`src/rtl/rps_round_ctrl.sv`:
```
// rps_round_ctrl: one rock-paper-scissors round (countdown, gesture capture,
// LFSR opponent, result hold) plus saturating score keeping.
module rps_round_ctrl #(
   parameter int BEAT_CYCLES    = 1000,
   parameter int TIMEOUT_CYCLES = 4000,
   parameter int RESULT_CYCLES  = 2000,
   parameter int SCORE_W        = 4
) (
   input  logic               sck,
   input  logic               reset,
   input  logic               start,
   input  logic               done,
   input  logic [7:0]         SIG,
   output logic [2:0]         LED,
   output logic [2:0]         opp_led,
   output logic [1:0]         beat,
   output logic               busy,
   output logic               win,
   output logic               lose,
   output logic               tie,
   output logic [SCORE_W-1:0] p_score,
   output logic [SCORE_W-1:0] o_score
);
   localparam int MAX_BT = BEAT_CYCLES > TIMEOUT_CYCLES ? BEAT_CYCLES : TIMEOUT_CYCLES;
   localparam int MAX_C  = MAX_BT > RESULT_CYCLES ? MAX_BT : RESULT_CYCLES;
   localparam int CW     = $clog2(MAX_C);
   typedef enum logic [1:0] {IDLE, COUNT, WAIT, RESULT} state_t;
   state_t state, state_n;
   logic [CW-1:0] cnt, cnt_n;
   logic [7:0] lfsr;
   logic [2:0] gest, opp, led_n, opp_n;
   logic [1:0] beat_n;
   logic win_n, lose_n, tie_n, valid, beats_opp, sig_unused;
   logic [SCORE_W-1:0] p_n, o_n;
   assign gest = SIG[7:5];
   assign sig_unused = ^SIG[4:0];
   assign valid = done && (gest == 3'b100 || gest == 3'b010 || gest == 3'b001);
   assign opp = lfsr[1:0] == 2'd0 ? 3'b100 : lfsr[1:0] == 2'd1 ? 3'b010 : 3'b001;
   // A gesture beats whatever its one-hot code becomes when rotated left by one.
   assign beats_opp = {gest[1:0], gest[2]} == opp;
   always_comb begin
      state_n = state;
      cnt_n   = cnt + 1'b1;
      beat_n  = beat;
      led_n   = LED;
      opp_n   = opp_led;
      win_n   = win;
      lose_n  = lose;
      tie_n   = tie;
      p_n     = p_score;
      o_n     = o_score;
      case (state)
         IDLE: begin
            cnt_n = '0;
            if (start) begin
               state_n = COUNT;
               beat_n  = 2'd1;
            end
         end
         COUNT: if (cnt == CW'(BEAT_CYCLES - 1)) begin
            cnt_n   = '0;
            beat_n  = beat == 2'd3 ? 2'd0 : beat + 2'd1;
            state_n = beat == 2'd3 ? WAIT : COUNT;
         end
         WAIT: if (valid || cnt == CW'(TIMEOUT_CYCLES - 1)) begin
            state_n = RESULT;
            cnt_n   = '0;
            led_n   = valid ? gest : 3'b000;
            opp_n   = opp;
            tie_n   = valid && gest == opp;
            win_n   = valid && beats_opp;
            lose_n  = !(valid && (gest == opp || beats_opp));
         end
         RESULT: begin
            // Scores follow the registered outcome, applied once at the end of the first RESULT cycle.
            if (cnt == '0) begin
               p_n = win && p_score != '1 ? p_score + 1'b1 : p_score;
               o_n = lose && o_score != '1 ? o_score + 1'b1 : o_score;
            end
            if (cnt == CW'(RESULT_CYCLES - 1)) begin
               state_n = IDLE;
               cnt_n   = '0;
               led_n   = '0;
               opp_n   = '0;
               win_n   = 1'b0;
               lose_n  = 1'b0;
               tie_n   = 1'b0;
            end
         end
         default: state_n = IDLE;
      endcase
   end
   always_ff @(posedge sck or posedge reset)
      if (reset) begin
         state   <= IDLE;
         cnt     <= '0;
         lfsr    <= 8'h5A;
         beat    <= '0;
         busy    <= 1'b0;
         LED     <= '0;
         opp_led <= '0;
         win     <= 1'b0;
         lose    <= 1'b0;
         tie     <= 1'b0;
         p_score <= '0;
         o_score <= '0;
      end else begin
         state   <= state_n;
         cnt     <= cnt_n;
         lfsr    <= {lfsr[6:0], lfsr[7] ^ lfsr[5] ^ lfsr[4] ^ lfsr[3]};
         beat    <= beat_n;
         busy    <= state_n != IDLE;
         LED     <= led_n;
         opp_led <= opp_n;
         win     <= win_n;
         lose    <= lose_n;
         tie     <= tie_n;
         p_score <= p_n;
         o_score <= o_n;
      end
endmodule

```
`config.mk`:
```
export PLATFORM = sky130hd
export DESIGN_NAME = rps_round_ctrl
export DESIGN_NICKNAME = d
export VERILOG_FILES = /design/src/rtl/rps_round_ctrl.sv
export SDC_FILE = /design/constraint.sdc
export NUM_CORES = 1
export LEC_CHECK = 0
export BUFFER_PORTS_ARGS = -buffer_cell sky130_fd_sc_hd__buf_2
export CAP_MARGIN = 20
export CORE_ASPECT_RATIO = 0.7
export CORE_MARGIN = 3
export CORE_UTILIZATION = 25
export DETAILED_ROUTE_END_ITERATION = 6
export GPL_ROUTABILITY_DRIVEN = 0
export PLACE_DENSITY = 0.5
export SLEW_MARGIN = 15
export SYNTH_ARGS = -nofsm -noshare
export SYNTH_HDL_FRONTEND = slang
export SYNTH_SLANG_ARGS = --single-unit
```
`constraint.sdc`:
```
create_clock -name sck -period 2.55 [get_ports sck]
set_clock_uncertainty 0.05 [all_clocks]
set_input_delay 0 -clock sck [delete_from_list [all_inputs] [get_ports sck]]
set_output_delay 0 -clock sck [all_outputs]
set_load 0.03 [all_outputs]
```
==> impl_results.md, run 1 <==
* Status: finished, final reports clean
* Largest net degree at the start of global routing at 43
* Avg WL per Cell at 12.70 um
* Worst hold path endpoint: win$_DFFE_PP0P_
* Average size of a mapped cell at 10.73 um2
* Max rail drop VDD at 257.5 uV
* # clock sinks at 42
* Core footprint at 7450 um2
* Area of the mapped netlist at 1964 um2
* Reg clk slew, reported paths at 0.09 ns
* Ys Warns at 0
* Power density over the cells at 680.4 nW/um2
* Synth async-reset ratio at 100.0%
* DRT iter0 DRCs at 100
* Total negative slack at 0 ns
* Hpwl dp at 2.907 mm
* CP max stage cell: or4_1
* Comb pwr share at 18.2%
* Final WS setup at 0.2320 ns
* P&R area growth vs syn at 19.68%
* Net Sw Power at 0.5059 mW
* Yosys reg bits at 42
* R2R setup slack at 0.23 ns
* Die Area at 8974 um2
* Critical R2R Capture: p_score[1]$_DFFE_PP0P_
* Via Count at 1429
* Gr ovfl total at 0
* FF-to-FF Start: cnt[4]$_DFF_PP0_
* Max Cap Viol at 0
* Share of cells above drive strength 1 at 24.09%
* Rel. slew slack at 64.49%
* Share of power burned in registers at 54.7%
* Final ANT Viol Nets at 0
* Placed cell area at 2211 um2
* Die Span X at 112.0 um
* Most frequent cells in the layout: 38 x dfrtp_1, 26 x buf_2, 22 x nor2_1
* Vias per inst at 4.494
* H-tree levels at 2
* Total GRT Usage at 9.243%
* Critical Path RT at 2.69 ns
* RSZ-0062 raised after global routing: false
* Worst path max stage delay at 0.58 ns
* Crit-path cells: or4_1 -> nor4_1 -> buf_4 -> and3_1 -> mux2_2
* Num CTS Buffers at 5
* Switching portion of total power at 31.63%
* Post-CTS Repair Setup Buffers at 0
* Worst skew pair latency at 0.29 ns
* Antenna violations before repair at 0
* Final Max Tran Viols at 0
* DR pass1 iterations at 4
* Final hold vios at 0
* CTS root buf: clkbuf_8
* Register-to-Register Path Depth at 5
* HP Class: input port to register
* CP Launch Type: register
* EDFF count, synth at 0
* Syn_nets at 200
* Worst Path Arrival at 2.45 ns
* Post-Synthesis Cells at 183
* Buffers on Ports at 26
* Int Pwr at 1.094 mW
* Final Cycle Share at 90.90%
* Synth unique cells at 50
* Critical path class: register to register
* Crit. End Element: register
* Initial Utilization at 26.37%
* Die span in y at 80.17 um
* Row cnt at 26
* Setup violations, final at 0
* First-pass GRT wire length at 6.693 mm
* Ant. Diodes at 0
* Min-delay src: done
* CTS tree: done
* CP Max Fanout at 6
* Setup WS pre-CTS at 0.2370 ns
* WHS Path Cells at 3
* DRC viols at 0
* Leak pwr at 1.051 nW
* Fillers at 786
* Seq/Total Area, Yosys at 53.76%
* IO Pins at 32
* Leading cell type in the layout, fill and taps excluded: dfrtp_1
* Fmax at 431.4 MHz
* Total Routed Length at 4.039 mm
* Delay-heaviest family, CP: simple AND/OR/NAND/NOR gates
* Nets at 236
* Worst Path Buf+Inv at 1
* Final instance area at 2351 um2
* Clock buffer depth at 2
* Worst-Margin Slew at 0.5327 ns
* Clock Power Share at 27.1%
* Top_reg_cell synth: dfrtp_1
* Vias in the first global route at 1319
* Period minus WS final at 2.318 ns
[worst reg2reg max path, stage by stage, from the launching register on]
cell and delay [ns]:
dfrtp_1 0.45, or4_1 0.58, nor4_1 0.39, buf_4 0.18, and3_1 0.23, mux2_2 0.35
[routing by layer]
layer | vias up | global-route usage, % | share of wire, % | wire, um
li1 | 711 | - | - | -
met1 | 693 | 13.97 | 56 | 2263
met2 | 23 | 12.32 | 39 | 1569
met3 | 2 | 3.464 | 4.6 | 186
met4 | 0 | 1.801 | 0.47 | 19
met5 | - | 0 | 0 | 0
[kinds of logic after synthesis]
group,count (synthesis),share of synthesized area [%]
AO/OA/AOI/OAI,25,8.663
XOR/XNOR,20,8.917
adder cells (fa/ha/maj),5,3.185
buffers and inverters,13,3.375
flip-flops,42,53.76
multiplexers,3,1.656
AND/OR/NAND/NOR,75,20.45
[power by group through the flow]
stage,Sequential [mW],Combinational [mW],Clock [mW]
2_1_floorplan,0.863,0.224,0
3_3_place_gp,0.883,0.286,0
3_5_place_dp,0.883,0.289,0
4_1_cts,0.873,0.297,0.456
5_1_grt,0.889,0.335,0.482
6_report,0.874,0.291,0.434
[Yosys cell counts, drive strengths merged (2+ instances only)]
cell / instances / share of area (%)
clkbuf: 3 / 0.64
a22o: 3 / 1.3
o21ai: 8 / 2.0
nand2: 10 / 1.9
or4b: 2 / 1.0
nand4: 4 / 1.3
xor2: 8 / 3.6
or4: 2 / 0.83
and3: 2 / 0.64
a31oi: 2 / 0.64
dfstp: 4 / 5.4
buf: 4 / 1.6
ha: 5 / 3.2
or2: 2 / 0.64
nor2b: 2 / 0.64
nor2: 22 / 4.2
nor3: 2 / 0.51
mux2: 2 / 1.1
dfrtp: 38 / 48
nand3: 15 / 3.8
or3: 2 / 0.89
a21oi: 4 / 1.0
xnor2: 12 / 5.4
inv: 6 / 1.1
nand2b: 2 / 0.64
[state kept, by name (all words and copies together) (netlist names)]
name / count
beat: 2
busy: 1
lose: 1
cnt: 12
o_score: 4
tie: 1
state: 2
lfsr: 8
LED: 3
opp_led: 3
p_score: 4
win: 1
[metrics by stage]
step           power (mW)  instances  hold WS, ns  util (%)
2_1_floorplan       1.087        183      0.08253         -
3_3_place_gp        1.170        305       0.1231     29.68
3_5_place_dp        1.171        305       0.1266     29.68
4_1_cts             1.626        318      0.03866     31.56
5_1_grt             1.707        318      0.06190     31.56
6_report            1.600        318      0.04754     31.56
[worst max path at each step]
stage / start / to / slack, ns / cells after the start
after floorplan: cnt[5]$_DFF_PP0_ / LED[2]$_DFFE_PP0P_ / 0.40 / 6
after global placement: cnt[4]$_DFF_PP0_ / p_score[1]$_DFFE_PP0P_ / 0.29 / 5
after detailed placement: cnt[4]$_DFF_PP0_ / p_score[1]$_DFFE_PP0P_ / 0.24 / 5
after CTS: cnt[4]$_DFF_PP0_ / p_score[1]$_DFFE_PP0P_ / 0.22 / 5
after global routing: cnt[4]$_DFF_PP0_ / o_score[1]$_DFFE_PP0P_ / 0.13 / 5
final: cnt[4]$_DFF_PP0_ / p_score[1]$_DFFE_PP0P_ / 0.23 / 5
[repair_timing]
action | CTS | global route
hold endpoints to repair | 43 | 0
hold buffers | 5 | 0
resized for setup | 0 | 0
[layout make-up]
cell class	instances	area, um2	area share, %
Inverter	6	22.52	0.9580
Clock inverter	3	21.27	0.9047
Clock buffer	5	68.82	2.927
Sequential cell	42	1056	44.92
Multi-Input combinational cell	128	842.1	35.82
Timing Repair Buffer	36	217.7	9.260
Tap cell	98	122.6	5.216
Power figures use the tool's default switching activity.
==> run 2: changes to the inputs <==
Settings changed: CORE_UTILIZATION 25 to 54, PLACE_DENSITY 0.5 to 0.85, REMOVE_ABC_BUFFERS set to 1.
==> impl_results.md, run 2 (synthesis gave the netlist of run 1 again) <==
* Die span in y at 56.46 um (was 80.17 um)
* Met1 GRT Util at 28.82% (was 13.97%)
* H-tree levels at 2 (unchanged)
* # clock sinks at 42 (unchanged)
* CP Launch Type: register (unchanged)
* DRC viols at 0 (unchanged)
* Vias per inst at 5.528 (was 4.494)
* Worst-Margin Slew at 0.5028 ns (was 0.5327 ns)
* GR peak layer: met1 (unchanged)
* Final ANT Viol Nets at 0 (unchanged)
* CTS root buf: clkbuf_8 (unchanged)
* Initial Utilization at 59.20% (was 26.37%)
* CTS tree: done (unchanged)
* Critical R2R Capture: o_score[1]$_DFFE_PP0P_ (was p_score[1]$_DFFE_PP0P_)
* Gr ovfl total at 0 (unchanged)
* Die Span X at 78.09 um (was 112.0 um)
* P&R area growth vs syn at 16.69% (was 19.68%)
* FF-to-FF Start: cnt[3]$_DFF_PP0_ (was cnt[4]$_DFF_PP0_)
* Most flops, register: cnt (unchanged)
* HP Class: input port to register (unchanged)
* Clock buffer depth at 2 (unchanged)
* Setup WS pre-CTS at 0.2053 ns (was 0.2370 ns)
* Buffers on Ports at 26 (unchanged)
* Nets at 234 (was 236)
* Leading cell type in the layout, fill and taps excluded: dfrtp_1 (unchanged)
* Register-to-Register Path Depth at 4 (was 5)
* Core footprint at 3318 um2 (was 7450 um2)
* Rel. slew slack at 66.48% (was 64.49%)
* Critical path class: register to register (unchanged)
* Worst setup path startpoint: cnt[3]$_DFF_PP0_ (was cnt[4]$_DFF_PP0_)
* Die Area at 4409 um2 (was 8974 um2)
* Final Cycle Share at 91.77% (was 90.90%)
* Via Count at 1465 (was 1429)
* Max rail drop VDD at 790.8 uV (was 257.5 uV)
* Setup violations, final at 0 (unchanged)
* Crit. End Element: register (unchanged)
* Vias in the first global route at 1414 (was 1319)
* Hpwl dp at 2.650 mm (was 2.907 mm)
* CP Capture Point: o_score[1]$_DFFE_PP0P_ (was p_score[1]$_DFFE_PP0P_)
* R2R setup slack at 0.21 ns (was 0.23 ns)
* Avg WL per Cell at 14.12 um (was 12.70 um)
* Share of cells above drive strength 1 at 22.94% (was 24.09%)
* Biggest regs: cnt: 12 flops, lfsr: 8 flops (unchanged)
* Placed insts at 252 (was 305)
* Worst path max stage delay at 0.60 ns (was 0.58 ns)
* Fillers at 258 (was 786)
* Fmax at 427.3 MHz (was 431.4 MHz)
* Period minus WS final at 2.340 ns (was 2.318 ns)
* DRT iter0 DRCs at 69 (was 100)
* Row cnt at 17 (was 26)
* First-pass GRT wire length at 6.672 mm (was 6.693 mm)
* Most frequent cells in the layout: 38 x dfrtp_1, 26 x buf_2, 22 x nor2_1 (unchanged)
* Met3 Use GR at 4.968% (was 3.464%)
* Num CTS Buffers at 5 (unchanged)
* Final hold vios at 0 (unchanged)
* RSZ-0062 raised after global routing: false (unchanged)
* Largest register FFs at 12 (unchanged)
* Worst skew pair latency at 0.29 ns (about the same)
* Critical Path RT at 2.68 ns (was 2.69 ns)
* Reg clk slew, reported paths at 0.08 ns (was 0.09 ns)
* Total GRT Usage at 19.09% (was 9.243%)
* DR pass1 iterations at 4 (unchanged)
* Final Max Tran Viols at 0 (unchanged)
* Leak pwr at 1.048 nW (was 1.051 nW)
* CP Max Fanout at 5 (was 6)
* Largest net degree at the start of global routing at 43 (unchanged)
* CP max stage cell: or4_1 (unchanged)
* Crit-path cells: or4_1 -> nor4_1 -> and3_1 -> mux2_2 (was or4_1 -> nor4_1 -> buf_4 -> and3_1 -> mux2_2)
* Total negative slack at 0 ns (unchanged)
* Power density over the cells at 735.0 nW/um2 (was 680.4 nW/um2)
* IO Pins at 32 (unchanged)
* Ant. Diodes at 0 (unchanged)
* Max Cap Viol at 0 (unchanged)
* Final Util at 69.08% (was 31.56%)
* Met2 Use GR at 26.34% (was 12.32%)
* Total Routed Length at 3.743 mm (was 4.039 mm)
* Status: finished, final reports clean (unchanged)
* Non-filler cells, final at 265 (was 318)
* WHS Path Cells at 4 (was 3)
* Antenna violations before repair at 0 (unchanged)
* Final WS setup at 0.2099 ns (was 0.2320 ns)
* Worst Path Arrival at 2.47 ns (was 2.45 ns)
## run 2: changes by cell type in the layout (fill, tap and decap cells not counted), sizes merged
cell	before	now
clkinv	2	0
buf	31	29
clkbuf	5	6
bufinv	0	1
## run 2: critical path: cells and delay by family, from the launching register on
kind | cells | cell delay (ns)
simple gates | 3 | 1.40
mux | 1 | 0.35
flops | 1 | 0.44
## run 2: routing by layer
| metal | share of wire (%) | up-vias |
|---|---|---|
| li1 | - | 707 |
| met1 | 53 | 713 |
| met2 | 41 | 41 |
| met3 | 5.0 | 4 |
| met4 | 0.96 | 0 |
| met5 | 0 | - |
## run 2: worst min path at each step
stage / startpoint / endpoint / slack [ns]
2_1_floorplan: SIG[5] / LED[0]$_DFFE_PP0P_ / 0.08
3_3_place_gp: reset / o_score[0]$_DFFE_PP0P_ / 0.1
3_5_place_dp: reset / o_score[2]$_DFFE_PP0P_ / 0.10
4_1_cts: done / lose$_DFFE_PP0P_ / 0.07
5_1_grt: done / lose$_DFFE_PP0P_ / 0.11
6_report: done / lose$_DFFE_PP0P_ / 0.08
## run 2: repair_timing
item | CTS | global route
buffers inserted | 0 | 0
gates resized for setup | 0 | 0
hold buffers | 5 | 0
endpoints found under the hold margin | 44 | 0
## run 2: cell type report
class / count / area, um2 / share of cell area [%]
well taps: 47 / 58.81 / 2.566
repair buffers: 34 / 202.7 / 8.843
inverters: 6 / 22.52 / 0.9825
flip-flops and latches: 42 / 1056 / 46.07
clock inverters: 2 / 37.54 / 1.638
multi-input cells: 128 / 842.1 / 36.74
clock buffers: 6 / 72.57 / 3.166
## run 2: where the power goes
group	total, mW	switching [mW]	internal, mW	leakage [nW]
sequential	0.871	0.113	0.758	0.513
clock	0.518	0.226	0.292	0.0514
combinational	0.296	0.150	0.145	0.483
## run 2: stage by stage
step	area, um2	total power [mW]	hold slack, ns
3_5_place_dp	2132	1.167	0.1031
4_1_cts	2292	1.695	0.06899
6_report	2292	1.685	0.08170
3_3_place_gp	2132	1.157	0.09745
2_1_floorplan	1921	1.074	0.08253
5_1_grt	2292	1.786	0.1100
